[src/rtl/slot_mem_port.sv]
// Byte-wide slot memory responder: turns slot byte reads/writes into 16-bit
// SDRAM controller request/ack transactions, with a one-word read cache.
module slot_mem_port #(
  parameter int ADDR_W   = 25,
  parameter bit CACHE_EN = 1'b1
) (
  input  logic              clk,
  input  logic              reset,
  input  logic [ADDR_W-1:0] addr,
  input  logic [7:0]        din,
  input  logic              we,
  input  logic              rd,
  output logic [7:0]        dout,
  output logic              ready,
  output logic [ADDR_W-2:0] mem_addr,
  output logic [15:0]       mem_din,
  output logic [1:0]        mem_be,
  output logic              mem_we,
  output logic              mem_req,
  input  logic              mem_ack,
  input  logic [15:0]       mem_dout
);

  typedef enum logic [1:0] {IDLE, RD_BUSY, WR_BUSY} state_t;

  state_t            state_q, state_d;
  logic [ADDR_W-2:0] mem_addr_q, mem_addr_d;
  logic [15:0]       mem_din_q, mem_din_d;
  logic [1:0]        mem_be_q, mem_be_d;
  logic [7:0]        dout_q, dout_d;
  logic [ADDR_W-1:0] last_addr_q, last_addr_d;
  logic              last_valid_q, last_valid_d;
  logic [ADDR_W-1:0] pend_addr_q, pend_addr_d;
  logic [ADDR_W-2:0] cache_tag_q, cache_tag_d;
  logic [15:0]       cache_word_q, cache_word_d;
  logic              cache_valid_q, cache_valid_d;
  logic              we_prev_q, we_prev_d;

  logic              wr_start, rd_new, hit, tag_match;
  logic [7:0]        hit_byte;

  assign tag_match = cache_valid_q && (addr[ADDR_W-1:1] == cache_tag_q);
  assign wr_start  = we && !we_prev_q;
  assign rd_new    = rd && (!last_valid_q || (addr != last_addr_q));
  assign hit       = CACHE_EN && tag_match;
  assign hit_byte  = addr[0] ? cache_word_q[15:8] : cache_word_q[7:0];

  // Ready must fall combinationally so a miss or write is never seen as done.
  assign ready    = (state_q == IDLE) && !wr_start && !(rd_new && !hit);
  assign dout     = ((state_q == IDLE) && !wr_start && rd_new && hit) ? hit_byte : dout_q;
  assign mem_req  = (state_q != IDLE);
  assign mem_we   = (state_q == WR_BUSY);
  assign mem_addr = mem_addr_q;
  assign mem_din  = mem_din_q;
  assign mem_be   = mem_be_q;

  always_comb begin
    state_d       = state_q;
    mem_addr_d    = mem_addr_q;
    mem_din_d     = mem_din_q;
    mem_be_d      = mem_be_q;
    dout_d        = dout_q;
    last_addr_d   = last_addr_q;
    last_valid_d  = last_valid_q;
    pend_addr_d   = pend_addr_q;
    cache_tag_d   = cache_tag_q;
    cache_word_d  = cache_word_q;
    cache_valid_d = cache_valid_q;
    we_prev_d     = we;
    case (state_q)
      IDLE: begin
        if (wr_start) begin
          state_d      = WR_BUSY;
          mem_addr_d   = addr[ADDR_W-1:1];
          mem_din_d    = {din, din};
          mem_be_d     = addr[0] ? 2'b10 : 2'b01;
          last_valid_d = 1'b0;
          // Write-through keeps the cached word coherent with memory.
          if (tag_match) begin
            if (addr[0]) cache_word_d[15:8] = din;
            else         cache_word_d[7:0]  = din;
          end
        end else if (rd_new) begin
          if (hit) begin
            dout_d       = hit_byte;
            last_addr_d  = addr;
            last_valid_d = 1'b1;
          end else begin
            state_d     = RD_BUSY;
            mem_addr_d  = addr[ADDR_W-1:1];
            mem_be_d    = 2'b11;
            pend_addr_d = addr;
          end
        end
      end
      RD_BUSY: begin
        if (mem_ack) begin
          state_d       = IDLE;
          cache_word_d  = mem_dout;
          cache_tag_d   = mem_addr_q;
          cache_valid_d = 1'b1;
          dout_d        = pend_addr_q[0] ? mem_dout[15:8] : mem_dout[7:0];
          last_addr_d   = pend_addr_q;
          last_valid_d  = 1'b1;
        end
      end
      WR_BUSY: begin
        if (mem_ack) state_d = IDLE;
      end
      default: state_d = IDLE;
    endcase
  end

  always_ff @(posedge clk or posedge reset) begin
    if (reset) begin
      state_q       <= IDLE;
      mem_addr_q    <= '0;
      mem_din_q     <= '0;
      mem_be_q      <= '0;
      dout_q        <= 8'hFF;
      last_addr_q   <= '0;
      last_valid_q  <= 1'b0;
      pend_addr_q   <= '0;
      cache_tag_q   <= '0;
      cache_word_q  <= '0;
      cache_valid_q <= 1'b0;
      we_prev_q     <= 1'b0;
    end else begin
      state_q       <= state_d;
      mem_addr_q    <= mem_addr_d;
      mem_din_q     <= mem_din_d;
      mem_be_q      <= mem_be_d;
      dout_q        <= dout_d;
      last_addr_q   <= last_addr_d;
      last_valid_q  <= last_valid_d;
      pend_addr_q   <= pend_addr_d;
      cache_tag_q   <= cache_tag_d;
      cache_word_q  <= cache_word_d;
      cache_valid_q <= cache_valid_d;
      we_prev_q     <= we_prev_d;
    end
  end

endmodule

[config.mk]
export PLATFORM = sky130hd
export DESIGN_NAME = slot_mem_port
export DESIGN_NICKNAME = d
export VERILOG_FILES = /design/src/rtl/slot_mem_port.sv
export SDC_FILE = /design/constraint.sdc
export NUM_CORES = 1
export LEC_CHECK = 0
export CAP_MARGIN = 20
export CORE_MARGIN = 2
export CORE_UTILIZATION = 57
export CTS_BUF_LIST = sky130_fd_sc_hd__clkbuf_4 sky130_fd_sc_hd__clkbuf_8
export CTS_CLUSTER_DIAMETER = 50
export DETAILED_ROUTE_END_ITERATION = 10
export HOLD_SLACK_MARGIN = 0.08
export PLACE_DENSITY = 0.94
export SYNTH_ARGS = -nofsm -noshare
export SYNTH_HDL_FRONTEND = slang
export SYNTH_SLANG_ARGS = --single-unit
[constraint.sdc]
create_clock -name clk -period 5.1 [get_ports clk]
set_input_delay 1.02 -clock clk [delete_from_list [all_inputs] [get_ports clk]]
set_output_delay 1.02 -clock clk [all_outputs]
set_load 0.03 [all_outputs]
==> results of run 1 <==
-- worst register-to-register path, cell delays in order (launching register included) --
cell	delay, ns
sky130_fd_sc_hd__dfrtp_1	0.41
sky130_fd_sc_hd__inv_1	0.10
sky130_fd_sc_hd__ha_1	0.52
sky130_fd_sc_hd__buf_4	0.42
sky130_fd_sc_hd__a21boi_0	0.27
sky130_fd_sc_hd__nor4b_1	0.44
sky130_fd_sc_hd__o2111ai_2	0.23
sky130_fd_sc_hd__a21oi_4	0.18
sky130_fd_sc_hd__buf_4	0.42
sky130_fd_sc_hd__a221oi_1	0.19
-- cell type report --
class,instances,share of cell area
Clock buffer,21,0.0306
Clock inverter,8,0.0108
Inverter,74,0.0313
Multi-Input combinational cell,450,0.388
Sequential cell,137,0.380
Tap cell,172,0.0238
Timing Repair Buffer,129,0.136
-- state kept, by name, indices dropped and copies added, names as in the netlist --
| signal | flops |
|---|---|
| cache_tag_q | 24 |
| cache_valid_q | 1 |
| cache_word_q | 16 |
| dout_q | 8 |
| last_addr_q | 25 |
| last_valid_q | 1 |
| mem_addr | 24 |
| mem_be | 2 |
| mem_din | 8 |
| pend_addr_q | 25 |
| state_q | 2 |
| we_prev_q | 1 |
-- synth_stat cells (10+ instances only) --
master and n:
sky130_fd_sc_hd__xnor2_1 37, sky130_fd_sc_hd__xor2_1 12, sky130_fd_sc_hd__clkbuf_1 21, sky130_fd_sc_hd__a221oi_2 20
sky130_fd_sc_hd__nand4_1 14, sky130_fd_sc_hd__nand2_1 113, sky130_fd_sc_hd__buf_4 11, sky130_fd_sc_hd__o21ai_0 15
sky130_fd_sc_hd__buf_2 10, sky130_fd_sc_hd__mux2_4 19, sky130_fd_sc_hd__nor3_1 27, sky130_fd_sc_hd__mux2_2 63
sky130_fd_sc_hd__o31ai_1 16, sky130_fd_sc_hd__dfrtp_1 129, sky130_fd_sc_hd__inv_1 73, sky130_fd_sc_hd__o211ai_1 48
-- routing by layer --
metal / routed length (um) / vias up / track usage
li1: - / 2670 / -
met1: 8010 / 2987 / 0.360
met2: 9910 / 305 / 0.489
met3: 1460 / 68 / 0.0820
met4: 769 / 0 / 0.153
met5: 0 / - / 0
-- kinds of logic (layout without fill, tap and decap cells) --
logic type	count (synthesis)	count (layout)	share of synthesized area
buffers and inverters	125	232	0.0738
AND/OR/NAND/NOR	174	174	0.104
multiplexers	91	91	0.145
adder cells (fa/ha/maj)	3	3	0.00501
flip-flops	137	137	0.459
XOR/XNOR	49	49	0.0573
AO/OA/AOI/OAI	133	133	0.156
-- stage by stage --
step | instances | hold WS (ns) | worst slack [ns]
4_1_cts | 991 | 0.497 | 0.271
2_1_floorplan | 712 | 0.457 | 0.425
3_3_place_gp | 962 | 0.472 | 0.328
3_5_place_dp | 962 | 0.485 | 0.311
5_1_grt | 991 | 0.520 | 0.146
6_report | 991 | 0.495 | 0.253
-- final timing paths --
| check | end | from | depth (start not counted) |
|---|---|---|---|
| hold / removal | dout_q[7] | dout_q[7] | 2 |
| setup reg to reg | last_addr_q[23] | state_q[1] | 9 |
| min in group asynchronous | cache_word_q[3] | reset | 2 |
| hold reg to reg | dout_q[7] | dout_q[7] | 2 |
| setup / recovery | ready | addr[17] | 7 |
| max in group asynchronous | dout_q[5] | reset | 3 |
-- power groups by stage --
| stage | clock network [mW] | logic (mW) | registers, mW |
|---|---|---|---|
| 3_3_place_gp | 0 | 2.86 | 2.00 |
| 6_report | 0.878 | 2.99 | 2.03 |
| 4_1_cts | 0.880 | 2.99 | 2.02 |
| 2_1_floorplan | 0 | 1.86 | 2.19 |
| 5_1_grt | 0.931 | 3.20 | 2.09 |
| 3_5_place_dp | 0 | 2.97 | 2.03 |
==> impl_metrics.tcl, run 1 <==
set metrics [dict create \
    finalWeightedCongestion 0.861 \
    max_stage_delay_ns 0.74 \
    max-clock-path-buffers 2 \
    critPathCaptureType "output port" \
    status "finished clean" \
    dpl-instance-area_sq_mm 0.00867 \
    clock_power_share 0.149 \
    share_of_synthesized_registers_carrying_an_async_set_or_reset 1.00 \
    cp-start-kind "input port" \
    crit_buf_inv 2 \
    rows 41 \
    grt_use_total 0.298 \
    cts_root_buf "sky130_fd_sc_hd__clkbuf_8" \
    antenna_found_initial 0 \
    postSynthAreaPerCell_sq_um 10.5 \
    grt_start_max_net_pins 72 \
    design.final.nets 866 \
    cts_num_sinks 137 \
    grt_setup_unrepaired "no" \
    finalMaxSlewViolations 0 \
    relSlewSlack 0.419 \
    first_pass_grt_wire_length_um 32600 \
    cpMostUsedCell "sky130_fd_sc_hd__clkdlybuf4s50_1" \
    crit_family "buffers and inverters" \
    ant_nets 0 \
    worst_ep_arrival_time_ns 3.83 \
    first_pass_iters 5 \
    floorplan.die.width_um 119 \
    port_buffers 106 \
    total_power_mw 5.90 \
    netSwitchingPower_mw 2.49 \
    grt_residual_overflow 0 \
    fin_tns_setup_ns 0 \
    vias_in_the_first_global_route 6391 \
    p_int_mw 3.42 \
    finClkSkew_ns 0.0133 \
    critical_path_required_ns 4.08 \
    top_reg_cell_synth "sky130_fd_sc_hd__dfrtp_1" \
    r2r_slack_ns 1.79 \
    post_cts_resize_count 0 \
    postSynthNetCount 769 \
    final-seq-area_sq_mm 0.00344 \
    pwr-share-seq 0.345 \
    hold_path_class "reg -> reg" \
    area_delta_synth_final_pct 20.7 \
    worst_slew_pin_slew_ns 0.869 \
    initial_utilization 0.589 \
    timing.final.hold_violations 0 \
    timing.fmax_ghz 0.206 \
    drt_drc_violations_left 0 \
    fp.dieArea_sq_mm 0.0141 \
    worstSkewPairLatency_ns 0.46 \
    switching_share 0.421 \
    post-synth-top-area-fraction 0.431 \
    cell_type_contributing_the_most_total_cell_area_after_synthesis "sky130_fd_sc_hd__dfrtp_1" \
    io_pins 107 \
    synth.cell_area_sq_mm 0.00749 \
    worst-path-max-fanout 5 \
    filler_instances 900 \
    synth.yosys.seq_area_share 0.459 \
    synth_cell_types 46 \
    critical_path.cell_chain "clkdlybuf4s50_1, xnor2_1, nand4_1, or4_1, o21a_1, a21oi_1, clkdlybuf4s50_1" \
    final_common_cell "sky130_fd_sc_hd__dfrtp_1" \
    cts-hold-fix-buffers 0 \
    synth_edf_count 0 \
    utilization 0.711 \
    synth_seq_cells 137 \
    final.min_clock_period_ns 4.85 \
    cts-htree-levels 4 \
    final-setup-viol-count 0 \
    avgRoutedWirePerCell_um 20.3 \
    post-cts-setup-buffer-count 0 \
    multiInputGateArea_sq_mm 0.00351 \
    number_of_synthesis_warnings 0 \
    power.ir.vdd_worst_mv 0.423 \
    netlist_instances 712 \
    combPwrFrac 0.507 \
    die_height_um 119 \
    tritoncts "built" \
    power.static_leakage_nw 3.87 \
    tritoncts.num_buffers 17 \
    placeableCoreArea_sq_mm 0.0127 \
    final_layout_size_suffix_gt1_frac 0.221 \
    cts_clk_pin_slew_worst_paths_ns 0.08 \
    drc_violation_total_after_the_first_tritonroute_iteration 658 \
    synthTopCellsByArea "sky130_fd_sc_hd__dfrtp_1, sky130_fd_sc_hd__mux2_2, sky130_fd_sc_hd__nand2_1" \
    routed_wirelength_um 20200 \
    vias 6030 \
    dp.final_hpwl_um 13500 \
    via_per_inst 6.08 \
    final_area_sq_mm 0.00904 \
    ant_cells 0 \
    critical_path.slowest_cell "sky130_fd_sc_hd__clkdlybuf4s50_1" \
    critical_path_class "in -> out" \
    final_cell_mix "sky130_fd_sc_hd__dfrtp_1, sky130_fd_sc_hd__nand2_1, sky130_fd_sc_hd__clkdlybuf4s50_1" \
    power.density_cell_area_mw_per_mm2 653 \
    drv.max_cap_violation_count 0 \
    post-route-period-util 0.950 \
]
(Power assumes the default switching activity.)
==> run 2, diff against run 1 <==
==> constraint.sdc (replaced) <==
create_clock -name clk -period 5.5 [get_ports clk]
set_input_delay 1.1 -clock clk [delete_from_list [all_inputs] [get_ports clk]]
set_output_delay 1.1 -clock clk [all_outputs]
set_load 0.03 [all_outputs]
==> run 2 against run 1 <==
  * Routed wire length up 1.2%
  * Count of clock-buffer cells in the layout down 2
  * Hold slack worse by 0.00094 ns
  * Critical path depth did not move
  * Sequential power fell by 6%
  * Largest cell class unchanged
==> impl_metrics.tcl, run 2 (synthesis gave the netlist of run 1 again) <==
set metrics [dict create \
    status "finished clean" \
    cts-htree-levels 4 \
    p_int_mw 3.21 \
    grt_use_met2 0.475 \
    final_area_sq_mm 0.00909 \
    setup_ws_ns 0.288 \
    utilization 0.714 \
    critical_path.cell_chain "clkdlybuf4s50_1, xnor2_1, nand4_1, nor4_2, nand2_1, a21oi_1, clkdlybuf4s50_1" \
    vias_in_the_first_global_route 6290 \
    dp.final_hpwl_um 13100 \
    io_pins 107 \
    post-route-period-util 0.948 \
    clock_power_share 0.162 \
    fin_tns_setup_ns 0 \
    timing.fmax_ghz 0.192 \
    worst_slew_pin_slew_ns 0.973 \
    pwr-share-seq 0.342 \
    combPwrFrac 0.496 \
    finClkSkew_ns 0.0104 \
    drt_drc_violations_left 0 \
    grt_start_max_net_pins 112 \
    fp.dieArea_sq_mm 0.0141 \
    tritoncts.num_buffers 17 \
    area_delta_synth_final_pct 21.3 \
    final_common_cell "sky130_fd_sc_hd__dfrtp_1" \
    worst_ep_arrival_time_ns 4.11 \
    largest_registers "last_addr_q: 25 flops, pend_addr_q: 25 flops" \
    filler_instances 894 \
    vias 6115 \
    post-cts-setup-buffer-count 0 \
    ant_cells 0 \
    cts-hold-fix-buffers 0 \
    floorplan.die.width_um 119 \
    cts_num_sinks 137 \
    final_layout_size_suffix_gt1_frac 0.211 \
    worstSkewPairLatency_ns 0.47 \
    via_per_inst 6.18 \
    die_height_um 119 \
    rows 41 \
    initial_utilization 0.589 \
    first_pass_iters 5 \
    cts_clk_pin_slew_worst_paths_ns 0.08 \
    crit_family "buffers and inverters" \
    first_pass_grt_wire_length_um 32600 \
    final_cell_mix "sky130_fd_sc_hd__dfrtp_1, sky130_fd_sc_hd__nand2_1, sky130_fd_sc_hd__clkdlybuf4s50_1" \
    finalWeightedCongestion 0.876 \
    switching_share 0.423 \
    tritoncts "built" \
    final-setup-viol-count 0 \
    cpMostUsedCell "sky130_fd_sc_hd__clkdlybuf4s50_1" \
    max_stage_delay_ns 0.73 \
    cts_root_buf "sky130_fd_sc_hd__clkbuf_8" \
    final.min_clock_period_ns 5.21 \
    placeableCoreArea_sq_mm 0.0127 \
    grt_residual_overflow 0 \
    relSlewSlack 0.351 \
    routed_wirelength_um 20400 \
    antenna_found_initial 0 \
    worst-path-max-fanout 5 \
    busiest_layer "met2" \
    critical_path_class "in -> out" \
    drv.max_cap_violation_count 0 \
    power.density_cell_area_mw_per_mm2 612 \
    post_cts_resize_count 0 \
    avgRoutedWirePerCell_um 20.6 \
    port_buffers 106 \
    grt_setup_unrepaired "no" \
    drc_violation_total_after_the_first_tritonroute_iteration 492 \
    netSwitchingPower_mw 2.35 \
    finalMaxSlewViolations 0 \
    crit_buf_inv 2 \
    grt_use_met1 0.371 \
    critical_path.slowest_cell "sky130_fd_sc_hd__clkdlybuf4s50_1" \
    critPathCaptureType "output port" \
    critical_path_required_ns 4.40 \
    gr-usage-met3 0.0724 \
    power.ir.vdd_worst_mv 0.361 \
    ant_nets 0 \
    grt_use_total 0.298 \
    hold_path_class "reg -> reg" \
    pre_cts_ws_ns 0.412 \
    power.static_leakage_nw 3.85 \
    max-clock-path-buffers 2 \
    dpl-instance-area_sq_mm 0.00863 \
    design.final.nets 861 \
    timing.final.hold_violations 0 \
    cp-start-kind "input port" \
]
run 2: layer usage:
layer	vias up	share of wire
met5	-	0
met4	0	0.040
met3	71	0.080
met2	345	0.49
met1	3026	0.39
li1	2673	-
run 2: power by group through the flow:
| stage | sequential [mW] | clock [mW] | combinational, mW |
|---|---|---|---|
| floorplan | 2.03 | 0 | 1.72 |
| global placement | 1.87 | 0 | 2.63 |
| detailed placement | 1.89 | 0 | 2.71 |
| CTS | 1.89 | 0.904 | 2.74 |
| global route | 1.95 | 0.957 | 2.94 |
| finish | 1.90 | 0.901 | 2.76 |
run 2: cell type report:
type / count / area (sq um) / area share
multi-input combinational: 450 / 3510 / 0.386
sequential: 137 / 3440 / 0.378
timing repair buffer: 124 / 1220 / 0.134
inverter: 74 / 283 / 0.0311
clock buffer: 19 / 255 / 0.0281
tap: 172 / 215 / 0.0237
clock inverter: 13 / 170 / 0.0187
run 2: per-stage QoR:
| step | power [mW] | hold slack, ns | std cells |
|---|---|---|---|
| floorplan | 3.75 | 0.457 | 712 |
| global placement | 4.50 | 0.471 | 956 |
| detailed placement | 4.61 | 0.483 | 956 |
| CTS | 5.53 | 0.497 | 988 |
| global route | 5.85 | 0.512 | 989 |
| finish | 5.56 | 0.494 | 989 |
run 2: final timing paths:
check / cells after the start / start / slack [ns] / endpoint
max: 7 / addr[2] / 0.29 / ready
min: 2 / dout_q[1] / 0.49 / dout_q[1]
max reg2reg: 9 / state_q[1] / 1.48 / last_addr_q[6]
min reg2reg: 2 / dout_q[1] / 0.49 / dout_q[1]
max in group asynchronous: 3 / reset / 3.78 / dout_q[4]
min in group asynchronous: 2 / reset / 1.00 / mem_din[8]
run 2: worst register-to-register path: stages (launching register included):
cell                        delay, ns
sky130_fd_sc_hd__dfrtp_1         0.41
sky130_fd_sc_hd__inv_1           0.09
sky130_fd_sc_hd__ha_1            0.53
sky130_fd_sc_hd__inv_1           0.64
sky130_fd_sc_hd__a21boi_0        0.36
sky130_fd_sc_hd__nor4b_1         0.50
sky130_fd_sc_hd__o2111ai_2       0.26
sky130_fd_sc_hd__a21oi_4         0.62
sky130_fd_sc_hd__buf_4           0.35
sky130_fd_sc_hd__a221oi_2        0.11
